--- src/rtl/tx_pkg.sv ---
// Shared types and default constants for the CDL transmit packet sequencer.
package tx_pkg;

  typedef enum logic [2:0] {
    IDLE,
    START,
    SYNC,
    DATA,
    EOP,
    IDLE_BIT,
    DONE
  } tx_state_t;

  localparam logic [7:0] DEFAULT_SYNC_BYTE = 8'h80;
  localparam int         DEFAULT_MAX_BYTES = 64;
  localparam int         DEFAULT_EOP_BITS  = 2;

endpackage

--- src/rtl/tx_sequencer.sv ---
// Packet-level controller for the transmit path: SYNC byte, N data bytes from
// the FIFO, EOP for EOP_BITS bit times, one idle bit, then a done pulse.
module tx_sequencer
  import tx_pkg::*;
#(
  parameter logic [7:0] SYNC_BYTE = DEFAULT_SYNC_BYTE,
  parameter int         MAX_BYTES = DEFAULT_MAX_BYTES,
  parameter int         EOP_BITS  = DEFAULT_EOP_BITS,
  parameter int         LEN_W     = $clog2(MAX_BYTES + 1)
) (
  input  logic             clk,
  input  logic             rst,
  input  logic             tx_start,
  input  logic [LEN_W-1:0] tx_packet_len,
  input  logic             fifo_empty,
  input  logic [7:0]       fifo_rdata,
  output logic             fifo_pop,
  input  logic             strobe,
  input  logic             byte_transmitted,
  output logic             timer_enable,
  output logic             timer_clear,
  output logic             tx_transfer_active,
  output logic             load_byte,
  output logic [7:0]       load_data,
  output logic             eop_drive,
  output logic             tx_busy,
  output logic             tx_done,
  output logic             tx_error
);

  localparam int CNT_W = $clog2(EOP_BITS + 1);
  localparam logic [LEN_W-1:0] MAX_LEN  = LEN_W'(MAX_BYTES);
  localparam logic [CNT_W-1:0] EOP_LAST = CNT_W'(EOP_BITS - 1);

  tx_state_t        state_reg;
  logic [LEN_W-1:0] remaining_reg;
  logic [CNT_W-1:0] eop_cnt_reg;
  logic             len_err_reg;

  always_ff @(posedge clk) begin
    if (rst) begin
      state_reg     <= IDLE;
      remaining_reg <= '0;
      eop_cnt_reg   <= '0;
      len_err_reg   <= 1'b0;
    end else begin
      len_err_reg <= 1'b0;
      case (state_reg)
        IDLE: begin
          if (tx_start) begin
            if (tx_packet_len > MAX_LEN) begin
              len_err_reg <= 1'b1;
            end else begin
              remaining_reg <= tx_packet_len;
              state_reg     <= START;
            end
          end
        end
        START: begin
          eop_cnt_reg <= '0;
          state_reg   <= SYNC;
        end
        SYNC, DATA: begin
          // A strobe coinciding with the byte boundary is irrelevant here.
          if (byte_transmitted) begin
            if (remaining_reg != '0) begin
              if (!fifo_empty) begin
                remaining_reg <= remaining_reg - 1'b1;
                state_reg     <= DATA;
              end else begin
                remaining_reg <= '0;
                state_reg     <= EOP;
              end
            end else begin
              state_reg <= EOP;
            end
          end
        end
        EOP: begin
          if (strobe) begin
            if (eop_cnt_reg == EOP_LAST) begin
              eop_cnt_reg <= '0;
              state_reg   <= IDLE_BIT;
            end else begin
              eop_cnt_reg <= eop_cnt_reg + 1'b1;
            end
          end
        end
        IDLE_BIT: begin
          if (strobe) state_reg <= DONE;
        end
        DONE: state_reg <= IDLE;
        default: state_reg <= IDLE;
      endcase
    end
  end

  // Byte reload is Mealy so the shift register never idles between bytes.
  always_comb begin
    fifo_pop           = 1'b0;
    load_byte          = 1'b0;
    load_data          = 8'h00;
    timer_enable       = 1'b0;
    timer_clear        = 1'b0;
    tx_transfer_active = 1'b0;
    eop_drive          = 1'b0;
    tx_busy            = (state_reg != IDLE);
    tx_done            = 1'b0;
    tx_error           = len_err_reg;
    case (state_reg)
      START: begin
        timer_clear = 1'b1;
        load_byte   = 1'b1;
        load_data   = SYNC_BYTE;
      end
      SYNC, DATA: begin
        timer_enable       = 1'b1;
        tx_transfer_active = 1'b1;
        if (byte_transmitted && (remaining_reg != '0)) begin
          if (!fifo_empty) begin
            fifo_pop  = 1'b1;
            load_byte = 1'b1;
            load_data = fifo_rdata;
          end else begin
            tx_error = 1'b1;
          end
        end
      end
      EOP: begin
        eop_drive          = 1'b1;
        timer_enable       = 1'b1;
        tx_transfer_active = 1'b1;
      end
      IDLE_BIT: begin
        timer_enable       = 1'b1;
        tx_transfer_active = 1'b1;
      end
      DONE: begin
        tx_done     = 1'b1;
        timer_clear = 1'b1;
      end
      default: ;
    endcase
  end

endmodule

--- config.mk ---
export PLATFORM = sky130hd
export DESIGN_NAME = tx_sequencer
export DESIGN_NICKNAME = d
export VERILOG_FILES = /design/src/rtl/tx_pkg.sv /design/src/rtl/tx_sequencer.sv
export SDC_FILE = /design/constraint.sdc
export NUM_CORES = 1
export LEC_CHECK = 0
export CAP_MARGIN = 20
export CORE_AREA = 2 2 51 53
export CTS_CLUSTER_SIZE = 28
export DETAILED_ROUTE_END_ITERATION = 8
export DIE_AREA = 0 0 53 55
export HOLD_SLACK_MARGIN = 0.1
export PLACE_DENSITY = 0.82
export SETUP_SLACK_MARGIN = 0.02
export SYNTH_ARGS = -nofsm -noshare
export SYNTH_HDL_FRONTEND = slang
export SYNTH_SLANG_ARGS = --single-unit
--- constraint.sdc ---
create_clock -name clk -period 4.09 [get_ports clk]
set_input_delay 0.409 -clock clk [delete_from_list [all_inputs] [get_ports clk]]
set_output_delay 0.409 -clock clk [all_outputs]
set_load 0.05 [all_outputs]
==> results of run 1 <==
[critical path, stage by stage, from the launching register on]
cell and delay (ns):
dfxtp_1 0.59, nand2b_2 0.25, nor2_1 0.37, and3_1 0.37, nand2_1 0.08, o21ai_0 0.08, clkdlybuf4s50_1 0.83
[metrics by stage]
step                total power (W)  hold WS, ns  area (µm²)  worst slack [ns]
floorplan                 0.0007604       0.4437        1005             1.442
global placement          0.0009105       0.4629        1355             1.152
detailed placement        0.0009206       0.4635        1355             1.062
CTS                        0.001003       0.4778        1381            0.8259
global route               0.001075       0.5037        1381            0.5728
finish                     0.001009       0.4764        1381            0.8419
[metal layers]
metal	track usage, %	up-vias	routed length (µm)
met4	4.274	0	0
met2	37.50	53	1310
met5	0	-	0
met3	6.183	0	241
met1	23.57	497	1197
li1	-	535	-
[report_power, final]
part           switching [W]  internal [W]  total [W]
logic               0.000443      0.000259   0.000702
clock network      0.0000412     0.0000377  0.0000789
registers          0.0000601      0.000168   0.000228
total               0.000544      0.000465    0.00101
[synth_stat cells, types with 2 or more instances]
library cell / n
and3_1: 2
nor2b_1: 4
o21bai_1: 2
clkbuf_1: 3
a22oi_1: 2
nor2_1: 10
o21ai_0: 5
a21oi_1: 12
nand2_1: 7
or3_1: 2
inv_1: 4
a211oi_1: 5
dfxtp_1: 13
and2_1: 8
nor3_1: 3
nand2b_1: 3
o31ai_1: 4
nand3_1: 5
ha_1: 2
a21boi_0: 3
nor3b_1: 2
[layout by cell type (no fill, tap or decap), types with 2 or more instances in the layout]
| cell type | count |
|---|---|
| nand2_1 | 7 |
| nand3_1 | 5 |
| o21bai_1 | 2 |
| dfxtp_1 | 13 |
| nor2_1 | 10 |
| a21boi_0 | 3 |
| ha_1 | 2 |
| o31ai_1 | 4 |
| and3_1 | 2 |
| inv_1 | 4 |
| or3_1 | 2 |
| a211oi_1 | 5 |
| nor3_1 | 3 |
| nand2b_1 | 3 |
| a21oi_1 | 12 |
| nor2b_1 | 4 |
| o21ai_0 | 5 |
| and2_1 | 8 |
| nor3b_1 | 2 |
| clkdlybuf4s50_1 | 37 |
| clkbuf_4 | 3 |
| a22oi_1 | 2 |
[worst min path at each step]
stage / from / endpoint / slack [ns] / depth (start not counted)
2_1_floorplan: remaining_reg[6] / remaining_reg[6] / 0.44 / 2
3_3_place_gp: remaining_reg[6] / remaining_reg[6] / 0.46 / 2
3_5_place_dp: remaining_reg[6] / remaining_reg[6] / 0.46 / 2
4_1_cts: remaining_reg[6] / remaining_reg[6] / 0.48 / 2
5_1_grt: eop_cnt_reg[1] / eop_cnt_reg[1] / 0.50 / 1
6_report: remaining_reg[6] / remaining_reg[6] / 0.48 / 2
[layout make-up]
| class | instances | area [µm²] |
|---|---|---|
| Clock buffer | 4 | 26.28 |
| Sequential cell | 13 | 260.3 |
| Timing Repair Buffer | 37 | 370.4 |
| Fill cell | 217 | 983.4 |
| Tap cell | 30 | 37.54 |
| Inverter | 4 | 15.01 |
| Multi-Input combinational cell | 104 | 671.9 |
[cell families (layout without fill, tap and decap cells)]
kind of cell / count (synthesis) / after routing / synth area share [%]
compound gates: 41 / 41 / 28.14
xor+xnor: 1 / 1 / 0.8719
fa+ha+maj: 2 / 2 / 2.490
buf+inv: 12 / 45 / 7.222
flops: 13 / 13 / 25.90
mux: 1 / 1 / 0.9963
simple gates: 59 / 59 / 34.37
==> results_dict.tcl, run 1 <==
set metrics [dict create \
    p_per_area_mw_per_mm2 730.2 \
    max_cap_viol_count 0 \
    htreeDepth 1 \
    die-area_mm2 0.002915 \
    worstSetupStartpoint "state_reg[1]" \
    numCtsBuffers 3 \
    viasPerCell 5.651 \
    wire_per_inst_um 14.32 \
    crit_required_ns 3.68 \
    relSlewSlack_pct 54.31 \
    setup_viol 0 \
    numPortBuffers 37 \
    rsz0062_at_grt "false" \
    tritoncts "done" \
    cts_resized 0 \
    skew_ns 0.004696 \
    hp-class "reg2reg" \
    post_cts_buffers 0 \
    ant_nets 0 \
    seq_area_frac_synth_pct 25.90 \
    drt_iter0_markers 30 \
    path_clk_slew_ns 0.08 \
    clock_path_buffers 2 \
    synth_cells 129 \
    antenna_found_initial 0 \
    maxSlewViolCount 0 \
    row_count 18 \
    post_layout_nonfiller_instances 192 \
    hold_viol 0 \
    route.vias.total 1085 \
    grt_pass1_vias 1023 \
    rr_startpoint "state_reg[1]" \
    syn-cell-area_mm2 0.001005 \
    synth.area.top_cells "dfxtp_1 26%, a21oi_1 6.0%, and2_1 5.0%" \
    largest_reg_flops 7 \
    yosys_register_bits 13 \
    synth_cell_types 49 \
    hpwl_mm 2.104 \
    overflow 0 \
    async_reset_ff_share_pct 0 \
    synth_largest_area_cell "dfxtp_1" \
    gr-usage-all-layers_pct 20.46 \
    fmax_mhz 307.9 \
    ios 38 \
    cp-start-kind "register" \
    status "finished clean" \
    synth_top_area_share_pct 25.90 \
    clock-root-buffer "clkbuf_4" \
    peakVddDrop_uv 478.0 \
    die_w_um 53 \
    r2r_slack_ns 1.97 \
    syn_to_final_growth_pct 37.48 \
    utilization_pct 58.41 \
    gp_congestion 0.9409 \
    fp.dieH_um 55 \
    tns_ns 0 \
    period_share_pct 79.42 \
    synth-edff-count 0 \
    endpoint_kind "output port" \
    syn_nets 152 \
    worstSkewPairLatency_ns 0.27 \
    initial_utilization_pct 42.49 \
    core-area_mm2 0.002365 \
    worstReg2RegEnd "remaining_reg[0]" \
    period_minus_slack_ns 3.248 \
    path_class "reg2out" \
    diodes 0 \
    avgSynthCellArea_um2 7.788 \
    cp-endpoint "load_data[7]" \
    worst_slew_pin_slew_ns 0.6792 \
    r2r_cells 5 \
    crit_arrival_ns 2.84 \
    final_nets 186 \
    firstDrtPassIters 4 \
    dp.cells 188 \
    drive_gt1_share_pct 8.025 \
    synth_ff_type "dfxtp_1" \
    p_leak_nw 0.5178 \
    hold_buffers 0 \
    wl_mm 2.749 \
    cp_max_fo 15 \
    grt_pass1_wl_mm 4.436 \
    cts.sinks 13 \
    drcViolationCount 0 \
    yosysWarningCount 0 \
    grt_max_degree 16 \
]
(Power assumes the default switching activity.)
==> run 2, diff against run 1 <==
CORE_AREA = 2 2 54 56   (was 2 2 51 53)
DIE_AREA = 0 0 56 58   (was 0 0 53 55)
PLACE_DENSITY = 0.77   (was 0.82)
clock period = 2.8 ns   (was 4.09 ns; I/O delays follow)
==> run 2 against run 1 <==
Core utilization shrank 7.4 points. Design area shrank 1.6%. Count of clock-buffer cells in the layout shrank 1. Cell count grew 0.52%. Hold slack gained 0.0061 ns. Critical path type unchanged. Wire length shrank 1.6%. Non-clock buffer count is the same. Total power grew 45%. Sequential share of layout area grew 0.31 points. Clock skew grew 0.0024 ns. Die area grew 11%.
==> results_dict.tcl, run 2 (synthesis gave the netlist of run 1 again) <==
set metrics [dict create \
    cts_resized 0 \
    p_per_area_mw_per_mm2 1078 \
    numPortBuffers 37 \
    finalPower_w 0.001464 \
    antenna_found_initial 0 \
    syn_to_final_growth_pct 35.24 \
    period_minus_slack_ns 2.488 \
    setup_viol 0 \
    wire_per_inst_um 14.02 \
    clock_path_buffers 2 \
    peakVddDrop_uv 704.0 \
    worstSkewPairLatency_ns 0.28 \
    overflow 0 \
    core-area_mm2 0.002663 \
    endpoint_kind "output port" \
    power.share.switching_pct 54.28 \
    hp-class "reg2reg" \
    final_common_cell "clkdlybuf4s50_1" \
    diodes 0 \
    path_clk_slew_ns 0.09 \
    drcViolationCount 0 \
    gr-usage-all-layers_pct 17.46 \
    p_int_w 0.0006695 \
    ios 38 \
    p_leak_nw 0.5400 \
    rsz0062_at_grt "false" \
    p_seq_share_pct 22.8 \
    wl_mm 2.705 \
    comb_power_share_pct 69.3 \
    grt_pass1_vias 1074 \
    drt_iter0_markers 32 \
    path_class "reg2out" \
    numCtsBuffers 3 \
    tritoncts "done" \
    placed_area_mm2 0.001331 \
    drive_gt1_share_pct 14.81 \
    cts.sinks 13 \
    maxSlewViolCount 0 \
    grt_max_degree 16 \
    max_cap_viol_count 0 \
    htreeDepth 1 \
    switchingPower_w 0.0007950 \
    r2r_slack_ns 0.67 \
    initial_utilization_pct 37.73 \
    power_frac_clock_pct 7.9 \
    hold_viol 0 \
    clock-root-buffer "clkbuf_4" \
    final_cell_mix "27 x clkdlybuf4s50_1, 13 x dfxtp_1, 12 x a21oi_1, 10 x nor2_1, 10 x buf_4" \
    viasPerCell 5.694 \
    die-area_mm2 0.003248 \
    hp-start "eop_cnt_reg[1]" \
    utilization_pct 51.03 \
    rr_startpoint "state_reg[1]" \
    post_cts_buffers 0 \
    fp.dieH_um 58 \
    cp_max_fo 15 \
    die_w_um 56 \
    period_share_pct 88.87 \
    whs_endpoint "eop_cnt_reg[1]" \
    largest_reg_flops 7 \
    worstReg2RegEnd "remaining_reg[0]" \
    worstHoldPathCells 1 \
    fmax_mhz 401.9 \
    status "finished clean" \
    whs_ns 0.4826 \
    final_nets 186 \
    hold_buffers 0 \
    finalInstanceArea_mm2 0.001359 \
    grt_pass1_wl_mm 4.595 \
    row_count 19 \
    worst_slew_pin_slew_ns 0.7738 \
    hpwl_mm 2.057 \
    skew_ns 0.007137 \
    crit_required_ns 2.52 \
    firstDrtPassIters 4 \
    ant_nets 0 \
    cp-start-kind "register" \
    gp_congestion 0.9784 \
    route.vias.total 1099 \
    relSlewSlack_pct 47.95 \
    crit_arrival_ns 2.21 \
    tns_ns 0 \
    r2r_cells 5 \
]
run 2: stage by stage:
step                worst slack (ns)  cells
global route                  0.1258    193
global placement              0.6603    189
detailed placement            0.6215    189
floorplan                     0.2808    129
finish                        0.3116    193
CTS                           0.3125    193
run 2: worst max-delay path by stage:
stage                  endpoint  slack (ns)  cells past startpoint        startpoint
2_1_floorplan      load_data[7]        0.28                      7      state_reg[1]
6_report           load_data[7]        0.31                      6      state_reg[1]
5_1_grt            load_data[7]        0.13                      6      state_reg[1]
3_5_place_dp       load_data[4]        0.62                      5        fifo_empty
3_3_place_gp   remaining_reg[2]        0.66                      6  tx_packet_len[5]
4_1_cts            load_data[3]        0.31                      5      state_reg[1]
run 2: power by group through the flow:
stage | clock network (W) | logic [W] | registers (W)
2_1_floorplan | 0 | 0.000814 | 0.000296
3_3_place_gp | 0 | 0.000996 | 0.000332
3_5_place_dp | 0 | 0.00101 | 0.000336
4_1_cts | 0.000120 | 0.00101 | 0.000332
5_1_grt | 0.000127 | 0.00110 | 0.000348
6_report | 0.000116 | 0.00101 | 0.000334
run 2: final cells by class:
class,count,area (µm²)
Clock buffer,3,22.52
Inverter,4,15.01
Fill cell,261,1304
Timing Repair Buffer,37,345.3
Sequential cell,13,260.3
Clock inverter,1,5.005
Tap cell,31,38.79
Multi-Input combinational cell,104,671.9
run 2: worst max-delay path, cell delays in order, from the launching register on:
cell      delay [ns]
dfxtp_1         0.57
nand2b_2        0.25
nor2_1          0.37
and3_1          0.37
nand2_1         0.07
o21ai_0         0.08
buf_4           0.22
run 2: layer usage:
metal	share of wire, %	track usage [%]	up-vias
met3	7.8	3.348	4
met2	43	28.24	57
met5	0	0	-
met4	1.3	8.163	0
met1	47	22.57	502
li1	-	-	536
==> run 3, diff against run 2 <==
--- a/config.mk
+++ b/config.mk
@@ -15,2 +15,3 @@
 export SETUP_SLACK_MARGIN = 0.02
+export SLEW_MARGIN = 40
 export SYNTH_ARGS = -nofsm -noshare
==> constraint.sdc (replaced) <==
create_clock -name clk -period 2.8 [get_ports clk]
set_input_delay 0.56 -clock clk [delete_from_list [all_inputs] [get_ports clk]]
set_output_delay 0.56 -clock clk [all_outputs]
set_load 0.05 [all_outputs]
==> run 3 against run 2 <==
Cell count up 1.0%. Worst setup slack worse by 0.12 ns. Largest cell class unchanged. Critical path depth down 2. Largest power group unchanged.
==> results_dict.tcl, run 3 (synthesis gave the netlist of run 1 again) <==
set metrics [dict create \
    drt_iter0_markers 35 \
    cp_max_fo 9 \
    use_met3_pct 6.473 \
    r2r_slack_ns 0.75 \
    largest_reg_flops 7 \
    period_share_pct 93.16 \
    numPortBuffers 37 \
    overflow 0 \
    cp-start-kind "register" \
    utilization_pct 56.20 \
    whs_ns 0.4815 \
    rsz0062_at_grt "false" \
    cts.sinks 13 \
    worst_slew_pin_slew_ns 0.7644 \
    p_leak_nw 0.5793 \
    path_clk_slew_ns 0.09 \
    fp.dieH_um 58 \
    hold_viol 0 \
    peakVddDrop_uv 860.7 \
    worst_slack_ns 0.1915 \
    die-area_mm2 0.003248 \
    fillers 246 \
    finalPower_w 0.001561 \
    drcViolationCount 0 \
    grt_pass1_vias 1089 \
    drive_gt1_share_pct 16.46 \
    period_minus_slack_ns 2.609 \
    final_cell_mix "26 x clkdlybuf4s50_1, 12 x a21oi_1, 12 x dfxtp_1, 10 x nor2_1, 10 x buf_12" \
    htreeDepth 1 \
    initial_utilization_pct 37.73 \
    worstReg2RegEnd "remaining_reg[1]" \
    p_per_area_mw_per_mm2 1043 \
    post-place-ws_ns 0.2114 \
    rr_startpoint "state_reg[2]" \
    numCtsBuffers 3 \
    cp-endpoint "timer_clear" \
    hp-class "reg2reg" \
    antenna_found_initial 0 \
    syn_to_final_growth_pct 48.94 \
    crit_arrival_ns 2.05 \
    grt_max_degree 16 \
    ios 38 \
    gr-usage-all-layers_pct 18.64 \
    hold_buffers 0 \
    worstHoldPathCells 1 \
    worstSetupStartpoint "state_reg[2]" \
    max_cap_viol_count 0 \
    gp_congestion 0.9050 \
    top_usage_layer "met2" \
    tns_ns 0 \
    path_class "reg2out" \
    wire_per_inst_um 14.77 \
    worstSkewPairLatency_ns 0.29 \
    viasPerCell 5.769 \
    clock_path_buffers 2 \
    final_nets 188 \
    relSlewSlack_pct 48.58 \
    globalRouteMet1Util_pct 22.05 \
    tritoncts "done" \
    post_cts_buffers 0 \
    die_w_um 56 \
    met2_usage_pct 31.26 \
    hpwl_mm 2.251 \
    status "finished clean" \
    maxSlewViolCount 0 \
    fmax_mhz 383.4 \
    row_count 19 \
    diodes 0 \
    wl_mm 2.881 \
    final_common_cell "clkdlybuf4s50_1" \
    grt_pass1_wl_mm 4.767 \
    setup_viol 0 \
    core-area_mm2 0.002663 \
    firstDrtPassIters 4 \
    crit_required_ns 2.24 \
    clock-root-buffer "clkbuf_4" \
    r2r_cells 6 \
    skew_ns 0.004787 \
    ant_nets 0 \
    route.vias.total 1125 \
    endpoint_kind "output port" \
]
-- run 3: how the worst min path moves through the flow --
stage | startpoint | end
floorplan | remaining_reg[6] | remaining_reg[6]
global placement | remaining_reg[6] | remaining_reg[6]
detailed placement | remaining_reg[6] | remaining_reg[6]
CTS | remaining_reg[6] | remaining_reg[6]
global route | eop_cnt_reg[1] | eop_cnt_reg[1]
finish | eop_cnt_reg[1] | eop_cnt_reg[1]
-- run 3: layout make-up --
cell class                 count  area, µm²  share of cell area [%]
tap                           31      38.79                   2.592
multi-input combinational    104      671.9                   44.90
timing repair buffer          39      483.0                   32.27
clock buffer                   4      26.28                   1.756
inverter                       4      15.01                   1.003
sequential                    13      261.5                   17.47
-- run 3: timing repair --
item / 4_1_cts / 5_1_grt
endpoints found under the hold margin: 0 / 0
setup endpoints to repair: 0 / 9
resized for setup: 0 / 1
-- run 3: critical path: stages (launching register included) --
cell	delay (ns)
dfxtp_1	0.47
and2b_1	0.21
and2_1	0.15
o21bai_1	0.11
clkdlybuf4s50_1	0.82
-- run 3: power breakdown --
part | leakage [nW] | switching [W] | internal, W | total [W]
Clock | 0.0150 | 0.0000689 | 0.0000555 | 0.000124
Combinational | 0.457 | 0.000668 | 0.000434 | 0.00110
Sequential | 0.107 | 0.0000877 | 0.000247 | 0.000335
-- run 3: metrics by stage --
step	cell area, µm²	cells
floorplan	1005	129
global placement	1469	191
detailed placement	1469	191
CTS	1495	195
global route	1496	195
finish	1496	195
-- run 3: routing by layer --
layer	vias up	part of all wire [%]	routed length, µm
met5	-	0	0
met1	530	42	1214
met4	0	1.0	29
li1	539	-	-
met2	54	46	1336
met3	2	10	300
